File: config.mk
export PLATFORM = sky130hd
export DESIGN_NAME = des_iter_decrypt
export DESIGN_NICKNAME = d
export VERILOG_FILES = /design/src/rtl/des_iter_decrypt.sv
export SDC_FILE = /design/constraint.sdc
export NUM_CORES = 1
export LEC_CHECK = 0
export BUFFER_PORTS_ARGS = -buffer_cell sky130_fd_sc_hd__buf_2
export CAP_MARGIN = 15
export CORE_AREA = 3 3 75 77
export CTS_CLUSTER_SIZE = 20
export DETAILED_ROUTE_END_ITERATION = 12
export DIE_AREA = 0 0 78 80
export MAX_ROUTING_LAYER = met4
export PLACE_DENSITY = 0.71
export SYNTH_ARGS = -nofsm -noshare
export SYNTH_HDL_FRONTEND = slang
export SYNTH_SLANG_ARGS = --single-unit
File: constraint.sdc
create_clock -name clk -period 1.45 [get_ports clk]
set_input_delay 0.435 -clock clk [delete_from_list [all_inputs] [get_ports clk]]
set_output_delay 0.435 -clock clk [all_outputs]
set_load 0.01 [all_outputs]
File: src/rtl/des_iter_decrypt.sv
// -----------------------------------------------------------------------------
// des_iter_decrypt
//    Iterative DES core, one Feistel round per clock through a single round
//    instance. DECRYPT=1 walks the key schedule backwards (K16..K1) so the
//    same datapath inverts the encryptor; DECRYPT=0 runs forwards (K1..K16).
//
// Ports
//    clk        system clock, rising edge
//    rst        asynchronous active-high reset
//    in_valid   block and key presented
//    in_ready   core is idle and can accept a block
//    in_block   64-bit input block, bit 63 = DES bit 1
//    in_key     64-bit key with parity bits (bits 8,16,..,64 are ignored)
//    out_valid  result available, held until out_ready
//    out_ready  downstream accepts the result
//    out_block  64-bit result
//    busy       high while a block is in flight or waiting to be taken
//
// des_round
//    One DES Feistel round: L' = R, R' = L ^ P(S(E(R) ^ subkey)).
// -----------------------------------------------------------------------------

module des_round (
   input  logic [47:0] subkey,
   input  logic [31:0] l_in,
   input  logic [31:0] r_in,
   output logic [31:0] l_out,
   output logic [31:0] r_out
);

   // Tables use DES numbering: entry value n selects input bit n, bit 1 = MSB.
   localparam int E_TAB [48] = '{
      32,  1,  2,  3,  4,  5,  4,  5,  6,  7,  8,  9,
       8,  9, 10, 11, 12, 13, 12, 13, 14, 15, 16, 17,
      16, 17, 18, 19, 20, 21, 20, 21, 22, 23, 24, 25,
      24, 25, 26, 27, 28, 29, 28, 29, 30, 31, 32,  1};

   localparam int P_TAB [32] = '{
      16,  7, 20, 21, 29, 12, 28, 17,  1, 15, 23, 26,  5, 18, 31, 10,
       2,  8, 24, 14, 32, 27,  3,  9, 19, 13, 30,  6, 22, 11,  4, 25};

   // Each S-box is its 4x16 table read row by row, first entry in the top nibble.
   localparam logic [255:0] SBOX [8] = '{
      256'hE4D12FB83A6C5907_0F74E2D1A6CB9538_41E8D62BFC973A50_FC8249175B3EA06D,
      256'hF18E6B34972DC05A_3D47F28EC01A69B5_0E7BA4D158C6932F_D8A13F42B67C05E9,
      256'hA09E63F51DC7B428_D70934A6285ECBF1_D6498F30B12C5AE7_1AD069874FE3B52C,
      256'h7DE3069A1285BC4F_D8B56F03472C1AE9_A690CB7DF13E5284_3F06A1D8945BC72E,
      256'h2C417AB6853FD0E9_EB2C47D150FA3986_421BAD78F9C5630E_B8C71E2D6F09A453,
      256'hC1AF92680D34E75B_AF427C9561DE0B38_9EF528C3704A1DB6_432C95FABE17608D,
      256'h4B2EF08D3C975A61_D0B7491AE35C2F86_14BDC37EAF680592_6BD814A7950FE23C,
      256'hD2846FB1A93E50C7_1FD8A374C56B0E92_7B419CE206ADF358_21E74A8DFC90356B};

   // Outer bits of the 6-bit group pick the row, inner four pick the column.
   function automatic logic [3:0] sbox_lookup(input logic [255:0] tab, input logic [5:0] b);
      logic [5:0] idx;
      idx = {b[5], b[0], b[4:1]};
      return tab[8'(255 - 4 * idx) -: 4];
   endfunction

   logic [47:0] expanded;
   logic [31:0] s_out;
   logic [31:0] f_out;

   // Round function: expand, mix key, substitute, permute.
   always_comb begin
      expanded = '0;
      for (int i = 0; i < 48; i++) begin
         expanded[6'(47 - i)] = r_in[5'(32 - E_TAB[6'(i)])];
      end
      expanded = expanded ^ subkey;
      s_out = '0;
      for (int k = 0; k < 8; k++) begin
         s_out[5'(31 - 4 * k) -: 4] = sbox_lookup(SBOX[3'(k)], expanded[6'(47 - 6 * k) -: 6]);
      end
      f_out = '0;
      for (int i = 0; i < 32; i++) begin
         f_out[5'(31 - i)] = s_out[5'(32 - P_TAB[5'(i)])];
      end
   end

   assign l_out = r_in;
   assign r_out = l_in ^ f_out;

endmodule

module des_iter_decrypt #(
   parameter logic DECRYPT = 1'b1
) (
   input  logic        clk,
   input  logic        rst,
   input  logic        in_valid,
   output logic        in_ready,
   input  logic [63:0] in_block,
   input  logic [63:0] in_key,
   output logic        out_valid,
   input  logic        out_ready,
   output logic [63:0] out_block,
   output logic        busy
);

   localparam logic [1:0] S_IDLE = 2'd0;
   localparam logic [1:0] S_RUN  = 2'd1;
   localparam logic [1:0] S_DONE = 2'd2;

   localparam int IP_TAB [64] = '{
      58, 50, 42, 34, 26, 18, 10,  2, 60, 52, 44, 36, 28, 20, 12,  4,
      62, 54, 46, 38, 30, 22, 14,  6, 64, 56, 48, 40, 32, 24, 16,  8,
      57, 49, 41, 33, 25, 17,  9,  1, 59, 51, 43, 35, 27, 19, 11,  3,
      61, 53, 45, 37, 29, 21, 13,  5, 63, 55, 47, 39, 31, 23, 15,  7};

   localparam int FP_TAB [64] = '{
      40,  8, 48, 16, 56, 24, 64, 32, 39,  7, 47, 15, 55, 23, 63, 31,
      38,  6, 46, 14, 54, 22, 62, 30, 37,  5, 45, 13, 53, 21, 61, 29,
      36,  4, 44, 12, 52, 20, 60, 28, 35,  3, 43, 11, 51, 19, 59, 27,
      34,  2, 42, 10, 50, 18, 58, 26, 33,  1, 41,  9, 49, 17, 57, 25};

   localparam int PC1_TAB [56] = '{
      57, 49, 41, 33, 25, 17,  9,  1, 58, 50, 42, 34, 26, 18,
      10,  2, 59, 51, 43, 35, 27, 19, 11,  3, 60, 52, 44, 36,
      63, 55, 47, 39, 31, 23, 15,  7, 62, 54, 46, 38, 30, 22,
      14,  6, 61, 53, 45, 37, 29, 21, 13,  5, 28, 20, 12,  4};

   localparam int PC2_TAB [48] = '{
      14, 17, 11, 24,  1,  5,  3, 28, 15,  6, 21, 10,
      23, 19, 12,  4, 26,  8, 16,  7, 27, 20, 13,  2,
      41, 52, 31, 37, 47, 55, 30, 40, 51, 45, 33, 48,
      44, 49, 39, 56, 34, 53, 46, 42, 50, 36, 29, 32};

   // Decrypt starts from C0/D0, which equals C16/D16 because the forward
   // schedule rotates by 28 in total, so K16 needs no rotation.
   localparam logic [1:0] SHIFT_DEC [16] = '{
      2'd0, 2'd1, 2'd2, 2'd2, 2'd2, 2'd2, 2'd2, 2'd2,
      2'd1, 2'd2, 2'd2, 2'd2, 2'd2, 2'd2, 2'd2, 2'd1};

   localparam logic [1:0] SHIFT_ENC [16] = '{
      2'd1, 2'd1, 2'd2, 2'd2, 2'd2, 2'd2, 2'd2, 2'd2,
      2'd1, 2'd2, 2'd2, 2'd2, 2'd2, 2'd2, 2'd2, 2'd1};

   function automatic logic [63:0] ip_perm(input logic [63:0] x);
      logic [63:0] y;
      y = '0;
      for (int i = 0; i < 64; i++) begin
         y[6'(63 - i)] = x[6'(64 - IP_TAB[6'(i)])];
      end
      return y;
   endfunction

   function automatic logic [63:0] fp_perm(input logic [63:0] x);
      logic [63:0] y;
      y = '0;
      for (int i = 0; i < 64; i++) begin
         y[6'(63 - i)] = x[6'(64 - FP_TAB[6'(i)])];
      end
      return y;
   endfunction

   // PC-1 drops the parity bits by never selecting them.
   function automatic logic [55:0] pc1_perm(input logic [63:0] x);
      logic [55:0] y;
      y = '0;
      for (int i = 0; i < 56; i++) begin
         y[6'(55 - i)] = x[6'(64 - PC1_TAB[6'(i)])];
      end
      return y;
   endfunction

   function automatic logic [47:0] pc2_perm(input logic [55:0] x);
      logic [47:0] y;
      y = '0;
      for (int i = 0; i < 48; i++) begin
         y[6'(47 - i)] = x[6'(56 - PC2_TAB[6'(i)])];
      end
      return y;
   endfunction

   function automatic logic [27:0] rot28(input logic [27:0] v, input logic [1:0] s);
      logic [27:0] r;
      r = v;
      if (DECRYPT) begin
         case (s)
            2'd1:    r = {v[0], v[27:1]};
            2'd2:    r = {v[1:0], v[27:2]};
            default: r = v;
         endcase
      end else begin
         case (s)
            2'd1:    r = {v[26:0], v[27]};
            2'd2:    r = {v[25:0], v[27:26]};
            default: r = v;
         endcase
      end
      return r;
   endfunction

   logic [1:0]  state;
   logic [3:0]  rnd;
   logic [31:0] l_reg;
   logic [31:0] r_reg;
   logic [27:0] c_reg;
   logic [27:0] d_reg;

   logic [1:0]  shift_amt;
   logic [27:0] c_rot;
   logic [27:0] d_rot;
   logic [47:0] subkey;
   logic [31:0] l_next;
   logic [31:0] r_next;

   // Key schedule for the current round, derived on the fly from C/D.
   always_comb begin
      shift_amt = DECRYPT ? SHIFT_DEC[rnd] : SHIFT_ENC[rnd];
      c_rot     = rot28(c_reg, shift_amt);
      d_rot     = rot28(d_reg, shift_amt);
      subkey    = pc2_perm({c_rot, d_rot});
   end

   des_round u_round (
      .subkey (subkey),
      .l_in   (l_reg),
      .r_in   (r_reg),
      .l_out  (l_next),
      .r_out  (r_next)
   );

   // Control and datapath registers. The result is captured on the last
   // round edge straight from the round output, with the final swap undone.
   always_ff @(posedge clk or posedge rst) begin
      if (rst) begin
         state     <= S_IDLE;
         rnd       <= 4'd0;
         l_reg     <= '0;
         r_reg     <= '0;
         c_reg     <= '0;
         d_reg     <= '0;
         out_block <= '0;
      end else begin
         case (state)
            S_IDLE: begin
               if (in_valid) begin
                  {l_reg, r_reg} <= ip_perm(in_block);
                  {c_reg, d_reg} <= pc1_perm(in_key);
                  rnd            <= 4'd0;
                  state          <= S_RUN;
               end
            end
            S_RUN: begin
               l_reg <= l_next;
               r_reg <= r_next;
               c_reg <= c_rot;
               d_reg <= d_rot;
               if (rnd == 4'd15) begin
                  rnd       <= 4'd0;
                  out_block <= fp_perm({r_next, l_next});
                  state     <= S_DONE;
               end else begin
                  rnd <= rnd + 4'd1;
               end
            end
            S_DONE: begin
               if (out_ready) begin
                  state <= S_IDLE;
               end
            end
            default: state <= S_IDLE;
         endcase
      end
   end

   assign in_ready  = (state == S_IDLE);
   assign out_valid = (state == S_DONE);
   assign busy      = (state != S_IDLE);

endmodule

# --- Word level (Yosys, flattened, before mapping) ---
# Cells that the tools add are included.
totals:
  ff_bits: 6
  elab_cells: 21
  input_bits: 132
  out_inout_bits: 67
op_classes:
  reduce_logical: 5
  n_mux: 7
  addsub: 1
  eq_ne: 6
op_table:
  columns: ["op", "count"]
  rows:
  - ["4-bit two-way mux", 2]
  - ["4-bit case mux with 2 select lines", 1]
  - ["2-bit two-way mux", 3]
  - ["2-bit case mux with 3 select lines", 1]
  - ["4-bit by 1-bit adder with 4-bit output, second input constant", 1]
  - ["4-bit == test, second input constant", 1]
  - ["2-bit != test, second input constant", 2]
  - ["2-bit nonzero test", 2]
  - ["3-bit AND reduction", 1]
  - ["2-bit by 1-bit == test with 1-bit output, second input constant", 1]
  - ["2-bit == test, second input constant", 1]
  - ["2-bit zero test", 1]
  - ["2-bit by 1-bit != test with 1-bit output, second input constant", 1]
  - ["2-bit AND reduction", 1]

# --- Depth between registers and ports, before layout ---
# Gate-level depths: netlist of the first run.
logic_depth:
  depth_word: 3
  ltp_mapped: 3
  depth_no_buf: 3

# --- Worst setup path after synthesis of the first run ---
# No wires, ideal clock.
synth_timing:
  kind: "register to output"
  start: "reg state[1]"
  end: "out busy"
  setup_slack_ns: 0.264
  required_ns: 1.015
  path_stages_with_launch: 3
  path_buffers: 0
  arrival_ns: 0.751
  path_cell_list: "dfrtp_1 nor2_1 inv_1"
synth_between:
  elab_chain_len: 1
synth_lines:
  columns: ["item", "line_no", "text"]
  rows:
  - ["from (decl)", "195", "logic [1:0] state;"]
  - ["from (signal assigned)", "229", "state <= S_IDLE;"]
  - ["from (signal assigned)", "243", "state <= S_RUN;"]
  - ["from (signal assigned)", "254", "state <= S_DONE;"]
  - ["2-bit nonzero test", "271", "assign busy = (state != S_IDLE);"]
  - ["to (decl)", "98", "output logic busy"]
# No other way between the ends.

# --- Worst setup path after layout of the first run ---
# Ends and elaborated chain as after synthesis.

==> metrics.txt, run 1 <==
CP Class=flop to output port; RSZ-0062 raised after global routing=true; Post-synth EDFFs=0; Initial Util=15.3%; P_sw=between 300 and 400 µW; Layout Cells excl Fill=171; Seq pwr share=32.9%; H-tree lvl count=1; antenna violations before repair=0; area fraction of the dominant cell type after synthesis=around three fifths; Area contributors post-synth=buf_4 62%, dfrtp_1 19%, mux2_2 2.9%; CP Data Required Time=1020 ps; clk buf depth=2; clk_lat worst skew=220 ps; DIE WIDTH=between 70 and 80 µm; Max VDD drop=281 µV; via density per instance=~2.4; count leader, synth=buf_4; fin crit share=a little over nine tenths; Syn Inst Count=93; YS warnings=0; maxcap violations=0; most used flip-flop cell after synthesis=dfrtp_1; Resize count post-CTS=0; DP Cell Count=168; Pleak=0.399 nW; Core Rows=26; RD Place Congestion=0.613; skew final=~0.96 ps; element type at the critical path end=output port; Remaining DRCs=0; combinational share of power=40.9%; Seq/Total Area, Yosys=19.3%; Mean Syn Cell Area=~8.4 µm²; via count=407; pwr dens=1380 nW/µm²; area grow syn2layout=-10.1%; Yosys reg bits=6; count of cell types in the netlist=19; drt pass-1 iters=2; Cell Area, Synth=778 µm²; hpwl dp=818 µm; # IOs=199; first-pass GRT wire length=~1200 µm; Post-CTS Setup Inserts=0; clk sinks=6; HP Class=input port to asynchronous set/reset pin; post-layout util=between 10% and 20%; Port Buffers=6; Worst-path clk slew=40 ps; crit start category=flop; Crit Path Max Fanout=5; CTS Root Cell=clkbuf_8; All-Layer GR Usage=2.99%; vias in the first global route=260; Clock power frac=26.1%; CTS tree=built; overflow left after global routing=0; CTS Hold Bufs=0; outcome=finished, final reports clean; DR iter-0 viols=15; WL/cell=5.51 µm; most frequent cells after synthesis=64 x buf_4, 6 x dfrtp_1, 3 x inv_1; final setup violating endpoints=0; Hold WS=121 ps; # diodes=0; total wire length=943 µm; Sw Share=39.6%; die area=6240 µm²; largest net degree at the start of global routing=7; Max Clk Rate=between 700 and 800 MHz; Die Y-Extent=80 µm; Yosys top cell by area=buf_4; CORE AREA=5070 µm²; fin. max-slew vios=0; post-route ant nets=0; Pint=581 µW; share of layout cells above drive strength 1=14.9%; Post-synth ARST share=100%; Final Hold Fails=0; CTS Buf Count=3; fin crit period=~1400 ps; layout net count=236; Worst EP arrival=roughly 960 ps
==> routing by layer <==
layer / global-route usage [%] / routed length (µm)
met4: 2.62 / 27
met3: 2.82 / 268
met5: - / 0
met2: 3.51 / 358
met1: 2.83 / 289
==> critical path, cell delays in order (launching register included) <==
cell and delay, ps:
dfrtp_1 410, nor2_2 160, inv_1 50, buf_2 130
==> layout by cell type (no fill, tap or decap), drive strengths merged <==
master,synthesis,routed
conb,1,64
buf,64,6
dfrtp,6,6
inv,3,3
clkbuf,0,3
nand2b,2,2
o21ai,2,2
mux2,2,2
nor2,2,2
a31oi,1,1
nor2b,1,1
nand3,1,1
and2,1,1
o21bai,1,1
nor3,1,1
a221o,1,1
nand2,1,1
a22o,1,1
a21o,1,1
ha,1,1
==> cells by family (layout without fill, tap and decap cells) <==
kind of cell | Yosys count | in the layout | share of synthesized area, %
compound gates | 7 | 7 | 6.59
fa+ha+maj | 1 | 1 | 1.61
buf+inv | 67 | 12 | 63.2
flops | 6 | 6 | 19.3
mux | 2 | 2 | 2.89
other cells | 1 | 64 | 0.482
simple gates | 9 | 9 | 5.95
==> power by group through the flow <==
stage | clock [mW] | combinational [mW] | sequential, mW
2_1_floorplan | 0 | 0.433 | 0.294
3_3_place_gp | 0 | 0.383 | 0.306
3_5_place_dp | 0 | 0.387 | 0.311
4_1_cts | 0.258 | 0.389 | 0.308
5_1_grt | 0.268 | 0.458 | 0.332
6_report | 0.251 | 0.394 | 0.317
==> per-stage QoR <==
| stage | TNS, ps | cell area, µm² | worst slack (ps) | power (mW) |
|---|---|---|---|---|
| after floorplan | 0 | 1010 | 264 | 0.727 |
| after detailed placement | 0 | 652 | 238 | 0.698 |
| after global placement | 0 | 652 | 239 | 0.689 |
| after global routing | -30.1 | 699 | -15.8 | 1.06 |
| final | 0 | 699 | 53.5 | 0.962 |
| after CTS | 0 | 693 | 0.509 | 0.954 |
==> flip-flops by register name (all words and copies together) (netlist names) <==
signal / flops
state: 2
rnd: 4
==> layout make-up <==
class	count	area, µm²
Clock buffer	3	41.3
Fill cell	599	4380
Inverter	3	11.3
Multi-Input combinational cell	83	378
Sequential cell	6	151
Tap cell	70	87.6
Timing Repair Buffer	6	30.0
==> final timing paths <==
kind,from,endpoint,slack (ps),cells after the start
max,state[1],busy,50,3
min,rst,rnd[0],120,2
max reg2reg,rnd[0],rnd[3],230,3
min reg2reg,rnd[1],rnd[1],510,2
max in group asynchronous,rst,state[0],1120,2
min in group clk,in_valid,state[0],430,2
(Power assumes the default switching activity.)
==> run 2, diff against run 1 <==
--- a/config.mk
+++ b/config.mk
@@ -14,4 +14,5 @@
 export MAX_ROUTING_LAYER = met4
 export PLACE_DENSITY = 0.71
+export SLEW_MARGIN = 20
 export SYNTH_ARGS = -nofsm -noshare
 export SYNTH_HDL_FRONTEND = slang
==> constraint.sdc (replaced) <==
create_clock -name clk -period 1.45 [get_ports clk]
set_input_delay 0 -clock clk [delete_from_list [all_inputs] [get_ports clk]]
set_output_delay 0 -clock clk [all_outputs]
set_load 0.01 [all_outputs]
==> run 2 against run 1 <==
Cell count grew 1.2%; setup slack improved by 180 ps; combinational power hardly changed; non-clock buffer count up 2; clock skew barely moved; sequential cell count stayed put; highest routed layer unchanged; via count increased by 1.2%; register-to-register slack is essentially flat; sequential power shrank 3%; power down 1.2%; sequential share of layout area is 0.59 points lower; die area is the same.
==> metrics.txt, run 2 (same netlist as run 1, synthesis figures left out) <==
outcome=finished, final reports clean; via count=412; CTS tree=built; skew final=approximately 1.1 ps; CP Data Required Time=~1600 ps; fin crit period=about 1200 ps; CP delay by family, top=compound AO/OA/AOI/OAI gates; element type at the critical path end=flop; setup TNS=0 ps; Resize count post-CTS=0; HP Class=input port to flop; Largest regs=rnd: 4 flops, state: 2 flops; die area=6240 µm²; CP Buf/Inv Count=0; critical path, cell by cell=ha_1 > a31oi_1 > a221o_1; overflow left after global routing=0; CTS Hold Bufs=2; Die Y-Extent=80 µm; H-tree lvl count=1; Post-CTS Setup Inserts=0; pwr dens=1330 nW/µm²; P_sw=375 µW; largest net degree at the start of global routing=7; Largest register FFs=4; DR iter-0 viols=10; # IOs=199; Hold WS=around 73 ps; Max VDD drop=slightly below 300 µV; Core Rows=26; Layout Cells excl Fill=173; RSZ-0062 raised after global routing=false; hold path depth=3; WL/cell=~5.5 µm; combinational share of power=around two fifths; hpwl dp=818 µm; Max Clk Rate=820 MHz; CORE AREA=5070 µm²; Pleak=0.408 nW; Setup WS pre-CTS=238 ps; first-pass GRT wire length=1270 µm; Initial Util=15.3%; Seq pwr share=about a third; RD Place Congestion=0.613; R2R depth=3; Port Buffers=6; clk sinks=6; area grow syn2layout=-8.36%; Sw Share=39.4%; Final Hold Fails=0; share of layout cells above drive strength 1=11.7%; post-route ant nets=0; antenna violations before repair=0; layout net count=238; Worst-path clk slew=40 ps; clk buf depth=2; Biggest register=rnd; max incr delay on CP=~390 ps; clk_lat worst skew=approximately 220 ps; maxcap violations=0; crit start category=flop; most frequent cells in the layout=64 x conb_1, 6 x buf_2, 6 x dfrtp_1, 3 x inv_1, 3 x clkbuf_8; Multi-input gate area=373 µm²; WP depth=3; # diodes=0; CTS Root Cell=clkbuf_8; CTS Buf Count=3; slowest CP cell=dfrtp_1; leading cell type in the layout, fill and taps excluded=conb_1; fin crit share=84.1%; final setup violating endpoints=0; final setup slack of the worst path=231 ps; DIE WIDTH=78 µm; DP Cell Count=168; Worst EP arrival=1380 ps; All-Layer GR Usage=3.02%; Pint=576 µW; fin. max-slew vios=0; via density per instance=2.38; CP Class=flop to flop; Remaining DRCs=0; Fill cells=598; drt pass-1 iters=2; vias in the first global route=269; register area=roughly 150 µm²; Clock power frac=between 20% and 30%; total wire length=950 µm; Crit Path Max Fanout=4
run 2: cell count changes in the layout (fill, tap and decap cells not counted):
cell and change:
nor2_1 +1, dfrtp_1 +1, nor2b_2 -1, dlygate4sd3_1 +2
dfrtp_2 -1, nor2b_1 +1, nor2_2 -1
run 2: metrics by stage:
step | area [µm²] | util [%] | power (mW)
finish | 713 | 14.1 | 0.950
global route | 713 | 14.1 | 1.05
CTS | 713 | 14.1 | 0.959
detailed placement | 652 | 12.8 | 0.698
global placement | 652 | 12.8 | 0.689
floorplan | 1010 | - | 0.727
run 2: area by class of cell:
class	instances	area share, %
multi-input cells	83	52.3
flip-flops and latches	6	21.1
well taps	70	12.3
repair buffers	8	7.02
clock buffers	3	5.79
inverters	3	1.58
run 2: power by group through the flow:
stage                     clock (mW)  sequential (mW)  combinational, mW
after floorplan                    0            0.294              0.433
final                          0.251            0.307              0.392
after detailed placement           0            0.311              0.387
after global routing           0.268            0.324              0.455
after CTS                      0.258            0.308              0.393
after global placement             0            0.306              0.383
run 2: worst reg2reg max path: stages (launching register included):
cell and delay (ps):
dfrtp_1 390, ha_1 220, a31oi_1 320, a221o_1 220
run 2: layer usage:
metal	share of wire [%]	vias to the layer above	track usage, %	wire, µm
li1	-	185	-	-
met1	32	174	2.96	303
met2	38	49	3.60	364
met3	27	4	2.60	254
met4	2.8	0	2.62	27
met5	0	-	-	0
run 2: worst paths after layout:
path | start | to | slack [ps]
hold / removal | out_ready | state[1] | 70
min in group asynchronous | rst | rnd[0] | 240
setup reg to reg | rnd[0] | rnd[3] | 230
max in group asynchronous | rst | state[0] | 1020
hold reg to reg | rnd[1] | rnd[1] | 510
setup / recovery | rnd[0] | rnd[3] | 230
